[config.mk]
export PLATFORM = sky130hd
export DESIGN_NAME = shift_feed_ctrl_flat
export DESIGN_NICKNAME = d
export VERILOG_FILES = /design/src/rtl/shift_feed_ctrl_if.sv /design/src/rtl/shift_feed_ctrl.sv /design/src/flat_wrapper.sv
export SDC_FILE = /design/constraint.sdc
export NUM_CORES = 1
export LEC_CHECK = 0
export CORE_ASPECT_RATIO = 0.8
export CORE_MARGIN = 2
export CORE_UTILIZATION = 25
export DETAILED_ROUTE_END_ITERATION = 16
export GPL_ROUTABILITY_DRIVEN = 1
export HOLD_SLACK_MARGIN = 0.15
export SLEW_MARGIN = 15
export SYNTH_ARGS = -nofsm -noshare
export SYNTH_HDL_FRONTEND = slang
export SYNTH_SLANG_ARGS = --single-unit
[constraint.sdc]
create_clock -name clk -period 2.3 [get_ports clk]
set_clock_uncertainty 0.05 [all_clocks]
set_input_delay 0.23 -clock clk [delete_from_list [all_inputs] [get_ports clk]]
set_output_delay 0.23 -clock clk [all_outputs]
set_load 0.05 [all_outputs]
[src/rtl/shift_feed_ctrl_if.sv]
// Byte feed bundle between the upstream source, the feeder and the delay line.
interface shift_feed_ctrl_if #(
   parameter int LVL_W = 3
);
   logic [7:0]       in_data;
   logic             in_valid;
   logic             in_ready;
   logic [1:0]       mode;
   logic             run;
   logic [7:0]       shift_data;
   logic             shift_enable;
   logic [LVL_W-1:0] level;
   logic [15:0]      bytes_sent;

   // Driver side: upstream source plus mode/run control; observes feeder outputs.
   modport master (
      output in_data, in_valid, mode, run,
      input  in_ready, shift_data, shift_enable, level, bytes_sent
   );

   // Feeder side.
   modport slave (
      input  in_data, in_valid, mode, run,
      output in_ready, shift_data, shift_enable, level, bytes_sent
   );
endinterface

[src/rtl/shift_feed_ctrl.sv]
// Delay-line feeder: small byte FIFO plus four source modes
// (fifo-stall, fifo-fill, PRBS-8, counting) and an emitted-byte counter.
module shift_feed_ctrl #(
   parameter int         DEPTH     = 4,
   parameter logic [7:0] FILL_BYTE = 8'h00,
   parameter int         LVL_W     = $clog2(DEPTH + 1)
) (
   input logic          clk,
   input logic          rst,
   shift_feed_ctrl_if.slave bus
);
   localparam int PTR_W = $clog2(DEPTH);

   typedef enum logic [1:0] {
      M_STALL = 2'b00,
      M_FILL  = 2'b01,
      M_PRBS  = 2'b10,
      M_COUNT = 2'b11
   } mode_e;

   logic [7:0]       mem [DEPTH];
   logic [PTR_W-1:0] wr_ptr, rd_ptr;
   logic [LVL_W-1:0] level_q;
   logic [7:0]       lfsr, cnt;
   logic [7:0]       sd_q;
   logic             se_q;
   logic [15:0]      sent_q;

   logic             push, pop, emit, lfsr_step, cnt_step, empty;
   logic [7:0]       emit_data;
   logic [7:0]       lfsr_nxt;

   // Readiness comes from the pre-edge level only: no pop bypass when full.
   assign bus.in_ready = (level_q != LVL_W'(DEPTH));
   assign push         = bus.in_valid & bus.in_ready;
   assign empty        = (level_q == '0);
   assign lfsr_nxt     = {lfsr[6:0], lfsr[7] ^ lfsr[5] ^ lfsr[4] ^ lfsr[3]};

   assign bus.shift_data   = sd_q;
   assign bus.shift_enable = se_q;
   assign bus.level        = level_q;
   assign bus.bytes_sent   = sent_q;

   // Source select: decide pop/emit and the emitted byte from pre-edge state.
   always_comb begin
      pop       = 1'b0;
      emit      = 1'b0;
      emit_data = sd_q;
      lfsr_step = 1'b0;
      cnt_step  = 1'b0;
      if (bus.run) begin
         case (mode_e'(bus.mode))
            M_STALL: begin
               if (!empty) begin
                  pop       = 1'b1;
                  emit      = 1'b1;
                  emit_data = mem[rd_ptr];
               end
            end
            M_FILL: begin
               emit      = 1'b1;
               pop       = !empty;
               emit_data = empty ? FILL_BYTE : mem[rd_ptr];
            end
            M_PRBS: begin
               emit      = 1'b1;
               emit_data = lfsr;
               lfsr_step = 1'b1;
            end
            default: begin
               emit      = 1'b1;
               emit_data = cnt;
               cnt_step  = 1'b1;
            end
         endcase
      end
   end

   // FIFO storage; no reset needed since pointers define validity.
   always_ff @(posedge clk) begin
      if (push) mem[wr_ptr] <= bus.in_data;
   end

   // Pointers, level, pattern generators and output registers.
   always_ff @(posedge clk) begin
      if (rst) begin
         wr_ptr  <= '0;
         rd_ptr  <= '0;
         level_q <= '0;
         lfsr    <= 8'h01;
         cnt     <= 8'h00;
         sd_q    <= 8'h00;
         se_q    <= 1'b0;
         sent_q  <= 16'h0000;
      end else begin
         if (push) wr_ptr <= wr_ptr + 1'b1;
         if (pop)  rd_ptr <= rd_ptr + 1'b1;
         case ({push, pop})
            2'b10:   level_q <= level_q + 1'b1;
            2'b01:   level_q <= level_q - 1'b1;
            default: level_q <= level_q;
         endcase
         if (lfsr_step) lfsr <= lfsr_nxt;
         if (cnt_step)  cnt  <= cnt + 8'h01;
         se_q <= emit;
         if (emit) begin
            sd_q   <= emit_data;
            sent_q <= sent_q + 16'h0001;
         end
      end
   end
endmodule

[src/flat_wrapper.sv]
// flat-port wrapper written by rule: the top's interface ports become plain ports
module shift_feed_ctrl_flat 
#(
   parameter int         DEPTH     = 4,
   parameter logic [7:0] FILL_BYTE = 8'h00,
   parameter int         LVL_W     = $clog2(DEPTH + 1)
)
  (clk, rst, bus_in_data, bus_in_valid, bus_mode, bus_run, bus_in_ready, bus_shift_data, bus_shift_enable, bus_level, bus_bytes_sent);
  shift_feed_ctrl_if #(.LVL_W(LVL_W)) bus_i ();
  input logic clk;
  input logic rst;
  input wire logic [$bits(bus_i.in_data)-1:0] bus_in_data;
  input wire logic [$bits(bus_i.in_valid)-1:0] bus_in_valid;
  input wire logic [$bits(bus_i.mode)-1:0] bus_mode;
  input wire logic [$bits(bus_i.run)-1:0] bus_run;
  output wire logic [$bits(bus_i.in_ready)-1:0] bus_in_ready;
  output wire logic [$bits(bus_i.shift_data)-1:0] bus_shift_data;
  output wire logic [$bits(bus_i.shift_enable)-1:0] bus_shift_enable;
  output wire logic [$bits(bus_i.level)-1:0] bus_level;
  output wire logic [$bits(bus_i.bytes_sent)-1:0] bus_bytes_sent;
  assign bus_i.in_data = bus_in_data;
  assign bus_i.in_valid = bus_in_valid;
  assign bus_i.mode = bus_mode;
  assign bus_i.run = bus_run;
  assign bus_in_ready = bus_i.in_ready;
  assign bus_shift_data = bus_i.shift_data;
  assign bus_shift_enable = bus_i.shift_enable;
  assign bus_level = bus_i.level;
  assign bus_bytes_sent = bus_i.bytes_sent;
  shift_feed_ctrl #(.DEPTH(DEPTH), .FILL_BYTE(FILL_BYTE), .LVL_W(LVL_W)) u_core (.clk(clk), .rst(rst), .bus(bus_i));
endmodule
==> results of run 1 <==
-- cell usage in the layout, fill, tap and decap left out, types with 8 or more instances in the layout --
master | synthesis | layout
nand3b_1 | 9 | 9
o41ai_1 | 8 | 8
xor2_1 | 8 | 8
clkbuf_16 | 0 | 9
edfxtp_1 | 32 | 32
dfxtp_1 | 50 | 47
buf_4 | 2 | 12
a21oi_1 | 22 | 22
xnor2_1 | 10 | 10
nor2_1 | 36 | 36
mux4_2 | 8 | 8
o21a_1 | 8 | 8
clkdlybuf4s50_1 | 0 | 41
mux2i_1 | 10 | 10
nand2_1 | 11 | 11
-- metal layers --
metal | vias up | part of all wire, %
met2 | 39 | 45
li1 | 1228 | -
met1 | 1154 | 50
met3 | 5 | 4.2
met4 | 0 | 0.78
met5 | - | 0
-- area by class of cell --
cell class | count | area (µm²) | share of cell area, %
Inverter | 6 | 22.52 | 0.5000
Clock buffer | 9 | 225.2 | 5.000
Tap cell | 180 | 225.2 | 5.000
Sequential cell | 82 | 1971 | 43.75
Clock inverter | 7 | 106.4 | 2.361
Multi-Input combinational cell | 198 | 1449 | 32.17
Timing Repair Buffer | 54 | 505.5 | 11.22
-- critical path, stage by stage (launching register included) --
cell and delay [ns]:
dfxtp_2 0.35, or3b_4 0.28, and2_4 0.16, inv_1 0.05, ha_1 0.21, fa_1 0.39, xnor2_1 0.14, or3_1 0.30
a21oi_1 0.14
-- registers in the layout, indices dropped and copies added, names as in the netlist, named ones only --
name and count:
u_core.bus.bytes_sent 16, u_core.bus.level 3, u_core.bus.shift_data 8, u_core.bus.shift_enable 1
u_core.cnt 8, u_core.lfsr 8, u_core.mem 32, u_core.rd_ptr 2
u_core.wr_ptr 2
-- how the worst min path moves through the flow --
stage	startpoint	endpoint	slack (ns)	depth (start not counted)
6_report	rst	u_core.cnt[2]	0.38	2
3_3_place_gp	u_core.bus.bytes_sent[15]	u_core.bus.bytes_sent[15]	0.42	2
3_5_place_dp	u_core.bus.shift_data[2]	u_core.bus.shift_data[2]	0.42	2
5_1_grt	rst	flop	0.44	2
4_1_cts	rst	u_core.lfsr[7]	0.40	2
2_1_floorplan	bus_in_data[0]	u_core.mem[0][0]	0.28	0
-- per-stage QoR --
stage / hold slack, ns / area, µm² / power, W / util, %
finish: 0.3848 / 4504 / 0.003857 / 33.01
floorplan: 0.2789 / 3521 / 0.002115 / -
global placement: 0.4201 / 4173 / 0.002312 / 30.58
CTS: 0.3979 / 4504 / 0.003919 / 33.01
global route: 0.4357 / 4504 / 0.004033 / 33.01
detailed placement: 0.4245 / 4173 / 0.002321 / 30.58
-- logic make-up after synthesis --
logic type	Yosys count	synth area share [%]
XOR/XNOR	18	4.495
flip-flops	82	55.94
AO/OA/AOI/OAI	55	10.27
AND/OR/NAND/NOR	98	15.02
multiplexers	19	8.313
buffers and inverters	22	2.889
adder cells (fa/ha/maj)	8	3.068
-- power by group --
group | switching (W) | total [W] | leakage [nW] | internal [W]
registers | 0.0000639 | 0.00167 | 0.701 | 0.00161
logic | 0.000359 | 0.000610 | 0.706 | 0.000251
clock network | 0.000605 | 0.00158 | 0.163 | 0.000972
total | 0.00103 | 0.00386 | 1.57 | 0.00283
==> run summary, run 1 <==
status: finished clean
GR Util met3: 3.412%
Area contributors post-synth: dfxtp_1, edfxtp_1, mux4_2
DP Cell Count: 520
Setup crit start kind: flop
Reg2Reg Depth: 8
Place WS: 0.06534 ns
Die ar.: 15000 µm²
critical path capture point type: flop
post-synth cell types: 43
main flop type after synthesis: dfxtp_1
post-CTS setup buffers: 0
Area Growth Syn to Fin: 28.43%
number of synthesized flops with an enable pin: 32
Seq/Total Area, Yosys: 55.94%
achievable frequency: 466.6 MHz
max_slew headroom: 52.78%
chip width: 136.4 µm
Iter 0 DRT Violations: 187
DP HPWL: 5195 µm
WL per Instance: 13.65 µm
DR vias/cell: 4.526
count leader, synth: dfxtp_1
Tightest Hold Check Type: input pin to flop
global-route total usage across every layer: 10.70%
largest net degree at the start of global routing: 44
clock sinks: 82
asr flop ratio synth: 0%
minimum clock period: 2.143 ns
Setup crit end: u_core.bus.level[2]
R2R Setup Slk: 0.16 ns
Post-DRT Antenna Nets: 0
vias: 2426
CTS tree: yes
Maximum Capacitance Violations: 0
Clock Tree Buf Depth: 2
Syn Nets: 324
worst endpoint required time: 2.50 ns
worst-skew pair later-pin latency: 0.33 ns
largest area contributor in the netlist: dfxtp_1
Root Driver: clkbuf_16
count of pins over their slew limit: 0
reg2reg start: u_core.bus.level[2]
commonest cells in the netlist: dfxtp_1, nor2_1, edfxtp_1
critical path launch point: u_core.bus.level[2]
Initial Utilization: 25.70%
synth warn: 0
Leakage: 1.570 nW
Critical R2R Capture: u_core.bus.level[2]
H-Tree Depth: 3
drt drc: 0
n_diodes: 0
CTS Buf Count: 9
first drt pass iteration count: 4
area share of the largest cell type after synthesis: 28.54%
Core Footprint: 13650 µm²
TNS Setup: 0 ns
Rows: 38
final hold vios: 0
synthesized area: 3507 µm²
Max VDD drop: 0.3848 mV
initial antenna violation count: 0
Post-Synthesis Cells: 302
critical path fanouts, max: 6
PwrDens: 856.4 nW/µm²
port buffer count: 42
Critical Path AT: 2.34 ns
CP Class: flop to flop
Clock transition at path regs: 0.06 ns
grt peak-use layer: met2
grt met2 use: 16.15%
IO Count: 43
Final #Nets: 373
#FFs+latches synth: 82
met1 usage: 14.67%
layout cells sized above 1: 13.48%
Final WS setup: 0.1570 ns
Vert. Die Dim: 109.9 µm
RSZ-0062 raised after global routing: false
Hold Buf Count CTS: 0
Synth Area per Inst: 11.61 µm²
filler instances: 1340
cts repair resizes: 0
global-route wire length before repair: 12330 µm
WL final: 7314 µm
post-route non-filler standard cell count: 536
Final GP Congestion: 0.7205
Remaining Overflow, GRT: 0
Slew @ Worst Pin: 0.7083 ns
fin crit share: 93.17%
count of final setup violators: 0
vias in the first global route: 2392
No activity file was read; power rests on OpenSTA's default activity.
==> run 2, diff against run 1 <==
==> constraint.sdc (replaced) <==
create_clock -name clk -period 1.75 [get_ports clk]
set_clock_uncertainty 0.05 [all_clocks]
set_input_delay 0.175 -clock clk [delete_from_list [all_inputs] [get_ports clk]]
set_output_delay 0.175 -clock clk [all_outputs]
set_load 0.05 [all_outputs]
==> run 2 against run 1 <==
Hold slack worse by 0.091 ns; global-route usage is 0.12 points higher; the run now ends with setup timing left; total power is 40% higher; critical path depth stayed put.
==> run summary, run 2 (synthesis results as in run 1) <==
status: complete, but fails checks
failing checks: setup timing
Critical-path top delay cell: dfxtp_4
filler instances: 1319 (-1.6%)
Top reg by flops: u_core.mem
most common cell after layout, fill and taps aside: buf_4
switching share of total power: 27.09% (+0.45 points)
RSZ-0062 raised after global routing: true
CTS Buf Count: 9 (unchanged)
Hold Buf Count CTS: 0 (unchanged)
Clock Tree Buf Depth: 2 (unchanged)
Final #Nets: 403 (+8.0%)
Leakage: 1.928 nW (+23%)
vias in the first global route: 2456 (+2.7%)
chip width: 136.4 µm (unchanged)
Max VDD drop: 0.5536 mV (+44%)
Hold Path End: u_core.bus.shift_enable
Placed Area: 4325 µm² (+3.7%)
Largest register FFs: 32 (unchanged)
first drt pass iteration count: 4 (unchanged)
Final GP Congestion: 0.7545 (+4.7%)
worst-skew pair later-pin latency: 0.33 ns (about the same)
Root Driver: clkbuf_16
Buf+Inv Stages, Crit Path: 1 (unchanged)
initial antenna violation count: 0 (unchanged)
Clk pwr share: 38.7% (-2.2 points)
largest net degree at the start of global routing: 39 (-11%)
critical path capture point type: flop
minimum clock period: 1.984 ns (-0.1591 ns)
Clock transition at path regs: 0.07 ns (about the same)
critical path fanouts, max: 5 (-1)
CP Class: flop to flop
n_diodes: 0 (unchanged)
WP depth: 8 (unchanged)
DP HPWL: 5318 µm (+2.4%)
Die ar.: 15000 µm² (unchanged)
Maximum Capacitance Violations: 0 (unchanged)
worst endpoint required time: 1.97 ns (-0.53 ns)
drt drc: 0 (unchanged)
port buffer count: 42 (unchanged)
CTS tree: yes
H-Tree Depth: 3 (unchanged)
Hold Startpoint: rst
Reg power frac: 40.5% (-2.8 points)
Reg2Reg Depth: 8 (unchanged)
R2R Setup Slk: -0.23 ns (-0.39 ns)
commonest cells after routing, fill and taps aside: buf_4, dfxtp_1, nor2_1, edfxtp_1, a21oi_1
Remaining Overflow, GRT: 0 (unchanged)
global-route total usage across every layer: 10.82% (+0.12 points)
WL final: 7963 µm (+8.9%)
family with the most delay on the worst path: simple AND/OR/NAND/NOR gates
PwrDens: 1105 nW/µm² (+29%)
fin crit share: 113.4% (+20 points)
max_slew headroom: 57.50% (+4.7 points)
multi-input combinational cell area: 1538 µm² (+6.1%)
Slew @ Worst Pin: 0.6375 ns (-0.07078 ns)
clock sinks: 82 (unchanged)
WL per Instance: 14.07 µm (+3.1%)
Cells on Worst Hold Path: 2 (unchanged)
global-route wire length before repair: 12440 µm (+0.89%)
Critical Path AT: 2.20 ns (-0.14 ns)
reg2reg start: u_core.bus.level[2]
DR vias/cell: 4.509 (-0.38%)
Final WS setup: -0.2339 ns (-0.3909 ns)
IO Count: 43 (unchanged)
Int Power: 0.003948 W (+40%)
Core Footprint: 13650 µm² (unchanged)
Setup crit start kind: flop
fin util: 35.90% (+2.9 points)
Iter 0 DRT Violations: 106 (-43%)
post-route non-filler standard cell count: 566 (+5.6%)
Post-DRT Antenna Nets: 0 (unchanged)
Area Growth Syn to Fin: 39.67%
count of pins over their slew limit: 0 (unchanged)
count of final setup violators: 19 (+19)
Critical R2R Capture: u_core.bus.level[2]
Vert. Die Dim: 109.9 µm (unchanged)
CP Cell Sequence: or3b_4, and2_4, inv_2, ha_4, fa_2, xnor2_1, or3_1, a21oi_2
layout cells sized above 1: 30.83% (+17 points)
Initial Utilization: 25.70% (unchanged)
achievable frequency: 504.1 MHz (+8.0%)
DP Cell Count: 539 (+3.7%)
combinational share of power: 20.7% (+4.9 points)
P_sw: 0.001467 W (+43%)
worst hold slack: 0.2942 ns (-0.09060 ns)
Place WS: -0.3358 ns (-0.4011 ns)
Tightest Hold Check Type: input pin to flop
Reg area: 1986 µm² (+0.76%)
final hold vios: 0 (unchanged)
Worst path max stage delay: 0.36 ns (-0.03 ns)
Rows: 38 (unchanged)
vias: 2552 (+5.2%)
final instance area: 4898 µm² (+8.8%)
[run 2: cell count changes in the layout (fill, tap and decap cells not counted), moves of 3 or more]
| cell | before | now |
|---|---|---|
| a21oi_2 | 0 | 3 |
| dlymetal6s2s_1 | 0 | 6 |
| or3_4 | 1 | 4 |
| a21oi_1 | 22 | 19 |
| or3_1 | 7 | 4 |
| dfxtp_1 | 47 | 37 |
| dfxtp_2 | 1 | 10 |
| buf_12 | 0 | 3 |
| dlygate4sd2_1 | 0 | 3 |
| buf_6 | 0 | 5 |
| buf_4 | 12 | 49 |
| clkdlybuf4s50_1 | 41 | 14 |
[run 2: how the worst max path moves through the flow]
stage                                     end           startpoint  slack, ns
after floorplan           u_core.bus.level[2]  u_core.bus.level[2]      -0.40
after global placement    u_core.bus.level[2]              bus_run      -0.32
after detailed placement  u_core.bus.level[2]         bus_in_valid      -0.34
after CTS                 u_core.bus.level[2]  u_core.bus.level[2]      -0.22
after global routing      u_core.bus.level[2]  u_core.bus.level[1]      -0.30
final                     u_core.bus.level[2]  u_core.bus.level[2]      -0.23
[run 2: power by group through the flow]
stage / sequential, W / clock (W) / combinational (W)
after global routing: 0.00221 / 0.00221 / 0.00121
after CTS: 0.00219 / 0.00214 / 0.000999
after global placement: 0.00223 / 0 / 0.000925
after detailed placement: 0.00223 / 0 / 0.000940
final: 0.00220 / 0.00210 / 0.00112
after floorplan: 0.00238 / 0 / 0.000418
[run 2: layout make-up]
cell class | instances | area share (%)
Sequential cell | 82 | 40.54
Multi-Input combinational cell | 198 | 31.39
Timing Repair Buffer | 84 | 16.25
Clock buffer | 9 | 4.598
Tap cell | 180 | 4.598
Clock inverter | 7 | 2.171
Inverter | 6 | 0.4598
[run 2: metrics by stage]
| stage | setup TNS, ns | total power (W) |
|---|---|---|
| after CTS | -0.3581 | 0.005329 |
| after detailed placement | -4.334 | 0.003174 |
| final | -0.8702 | 0.005415 |
| after floorplan | -0.7426 | 0.002794 |
| after global placement | -3.809 | 0.003153 |
| after global routing | -2.464 | 0.005631 |
[run 2: worst register-to-register path: stages (launching register included)]
cell	delay, ns
dfxtp_4	0.36
or3b_4	0.24
and2_4	0.14
inv_2	0.04
ha_4	0.15
fa_2	0.35
xnor2_1	0.13
or3_1	0.33
a21oi_2	0.12
[run 2: layer usage]
layer | vias to the layer above | track usage (%) | wire [µm]
li1 | 1278 | - | -
met1 | 1229 | 14.53 | 3944
met2 | 43 | 16.58 | 3643
met3 | 2 | 3.504 | 338
met4 | 0 | 3.348 | 36
met5 | - | 0 | 0
[run 2: timing repair]
action	4_1_cts	5_1_grt
cloned	0	3
endpoints found under the setup margin	16	24
resized for setup	6	29
setup buffers	4	4
pin swaps	3	12
==> run 3, diff against run 2 <==
--- a/config.mk
+++ b/config.mk
@@ -5,12 +5,14 @@
 export SDC_FILE = /design/constraint.sdc
 export NUM_CORES = 1
 export LEC_CHECK = 0
+export ABC_AREA = 1
 export CORE_ASPECT_RATIO = 0.8
 export CORE_MARGIN = 2
 export CORE_UTILIZATION = 25
 export DETAILED_ROUTE_END_ITERATION = 16
 export GPL_ROUTABILITY_DRIVEN = 1
 export HOLD_SLACK_MARGIN = 0.15
+export RECOVER_POWER = 25
 export SLEW_MARGIN = 15
 export SYNTH_ARGS = -nofsm -noshare
 export SYNTH_HDL_FRONTEND = slang
==> run 3 against run 2 <==
The run still ends with setup timing left; register-to-register slack better by 0.19 ns; routed wire length increased by 13%; area after synthesis is 5.2% higher; die area up 5.0%; critical path depth grew 2; first-iteration DRC count rose to 2.5 times the previous value; fmax grew 11%; combinational power down 18%; core utilization is 2.0 points lower; synthesized cell count increased by 49%; clock-buffer cell count rose by 6; total power shrank 5.5%.
==> run summary, run 3 <==
Clock transition at path regs: 0.06 ns (about the same)
Final #Nets: 543 (+35%)
largest area contributor in the netlist: dfxtp_1
max_slew headroom: 56.06% (-1.4 points)
fin crit share: 102.3% (-11 points)
critical path fanouts, max: 2 (-3)
critical path capture point type: flop
worst-skew pair later-pin latency: 0.34 ns (about the same)
TNS Setup: -0.04073 ns (+0.8294 ns)
Max VDD drop: 0.4716 mV (-15%)
CP Class: flop to flop
drt drc: 0 (unchanged)
Remaining Overflow, GRT: 0 (unchanged)
Synth Area per Inst: 8.215 µm² (-29%)
Seq/Total Area, Yosys: 53.19% (-2.8 points)
asr flop ratio synth: 0% (unchanged)
vias: 3157 (+24%)
final hold vios: 0 (unchanged)
number of synthesized flops with an enable pin: 32 (unchanged)
main flop type after synthesis: dfxtp_1
Largest register FFs: 32 (unchanged)
Hold Buf Count CTS: 0 (unchanged)
Slew @ Worst Pin: 0.6619 ns (+0.02441 ns)
count of final setup violators: 1 (-18)
Leakage: 1.886 nW (-2.2%)
Syn Nets: 471 (+45%)
port buffer count: 42 (unchanged)
Final GP Congestion: 0.8378 (+11%)
Setup crit start kind: flop
DP Cell Count: 692 (+28%)
H-Tree Depth: 3 (unchanged)
WL per Instance: 12.66 µm (-10%)
IO Count: 43 (unchanged)
Area contributors post-synth: dfxtp_1, edfxtp_1, nand2_1
Die ar.: 15750 µm² (+5.0%)
global-route wire length before repair: 14590 µm (+17%)
area share of the largest cell type after synthesis: 27.14% (-1.4 points)
Place WS: -0.2013 ns (+0.1345 ns)
vias in the first global route: 2993 (+22%)
synth warn: 0 (unchanged)
worst endpoint required time: 1.92 ns (-0.05 ns)
CTS Buf Count: 9 (unchanged)
most common cell after layout, fill and taps aside: nand2_1
count leader, synth: nand2_1
failing checks: setup timing
global-route total usage across every layer: 11.69% (+0.87 points)
Area Growth Syn to Fin: 31.82%
minimum clock period: 1.791 ns (-0.1932 ns)
count of pins over their slew limit: 0 (unchanged)
largest net degree at the start of global routing: 24 (-38%)
post-synth cell types: 31 (-28%)
status: complete, but fails checks
PwrDens: 1052 nW/µm² (-4.8%)
CTS tree: yes
synthesized area: 3689 µm² (+5.2%)
post-route non-filler standard cell count: 710 (+25%)
Initial Utilization: 25.71% (about the same)
RSZ-0062 raised after global routing: true
WL final: 8992 µm (+13%)
Core Footprint: 14350 µm² (+5.1%)
layout cells sized above 1: 17.68% (-13 points)
n_diodes: 0 (unchanged)
DP HPWL: 6544 µm (+23%)
achievable frequency: 558.4 MHz (+11%)
first drt pass iteration count: 6 (+2)
Critical Path AT: 1.96 ns (-0.24 ns)
Root Driver: clkbuf_16
Rows: 39 (+2.6%)
Final WS setup: -0.04073 ns (+0.1932 ns)
Vert. Die Dim: 112.6 µm (+2.5%)
Iter 0 DRT Violations: 269 (+150%)
Post-Synthesis Cells: 449 (+49%)
Top reg by flops: u_core.mem
Maximum Capacitance Violations: 0 (unchanged)
chip width: 139.8 µm (+2.5%)
#FFs+latches synth: 82 (unchanged)
commonest cells in the netlist: nand2_1, dfxtp_1, a21oi_1
commonest cells after routing, fill and taps aside: nand2_1, buf_4, a21oi_1, dfxtp_1, nor2_1
Clock Tree Buf Depth: 2 (unchanged)
power after layout: 0.005116 W (-5.5%)
DR vias/cell: 4.446 (-1.4%)
Post-DRT Antenna Nets: 0 (unchanged)
Tightest Hold Check Type: flop to flop
clock sinks: 82 (unchanged)
initial antenna violation count: 0 (unchanged)
run 3: changes by cell type after synthesis, moves of 7 or more:
cell and change:
a21oi_1 +26, and3_1 -7, inv_1 +27, mux2i_1 -10, mux4_2 -8, nand2_1 +127
nand3_1 +27, nand3b_1 -8, o21a_1 -8, o21ai_0 +18, o41ai_1 -8, or3_1 -7
run 3: kinds of logic (layout without fill, tap and decap cells):
family | after synthesis | in the layout | synth area share (%)
AND/OR/NAND/NOR | 226 | 226 | 25.78
flip-flops | 82 | 82 | 53.19
AO/OA/AOI/OAI | 77 | 77 | 10.68
buffers and inverters | 50 | 127 | 6.004
adder cells (fa/ha/maj) | 8 | 8 | 2.917
XOR/XNOR | 6 | 6 | 1.425
run 3: area by class of cell:
class | instances | area [µm²]
clock inverters | 1 | 30.03
well taps | 184 | 230.2
clock buffers | 15 | 300.3
repair buffers | 73 | 586.8
multi-input cells | 317 | 1587
flip-flops and latches | 82 | 1973
fillers | 1498 | 9484
inverters | 38 | 155.1
run 3: power breakdown:
| group | switching, W | total, W | internal [W] |
|---|---|---|---|
| Clock | 0.000721 | 0.00204 | 0.00132 |
| Sequential | 0.0000623 | 0.00216 | 0.00210 |
| Combinational | 0.000594 | 0.000916 | 0.000322 |
| Total | 0.00138 | 0.00512 | 0.00374 |
run 3: timing repair:
item / 4_1_cts / 5_1_grt
pin swaps: 2 / 3
resized for setup: 4 / 9
buffers inserted: 1 / 1
endpoints found under the setup margin: 3 / 3
run 3: critical path: stages, from the launching register on:
cell and delay, ns:
dfxtp_4 0.35, inv_4 0.06, nand3_4 0.10, nand2_4 0.10, nor2_4 0.05, ha_4 0.17
fa_2 0.35, a21oi_2 0.16, o21ai_2 0.08, o21ai_1 0.14, a21oi_1 0.06
run 3: per-layer routing:
layer  up-vias  wire (µm)  track usage [%]
li1       1623          -                -
met5         -          0                0
met3         6        357            2.944
met1      1460       4255            14.87
met4         0         74            3.400
met2        68       4305            19.77
run 3: worst paths after layout:
path	cells after the start	slack [ns]	startpoint	to
worst max-delay path	10	-0.04	u_core.bus.level[1]	u_core.bus.level[2]
worst min-delay path	2	0.41	u_core.rd_ptr[1]	flop
worst max register to register	10	-0.04	u_core.bus.level[1]	u_core.bus.level[2]
worst min register to register	2	0.41	u_core.rd_ptr[1]	flop
run 3: stage by stage:
step / util [%] / hold WS [ns] / instance area (µm²)
after floorplan: - / 0.2239 / 3747
after detailed placement: 31.26 / 0.4121 / 4484
after global routing: 33.89 / 0.4464 / 4862
final: 33.89 / 0.4136 / 4862
after CTS: 33.66 / 0.4141 / 4828
after global placement: 31.26 / 0.3995 / 4484
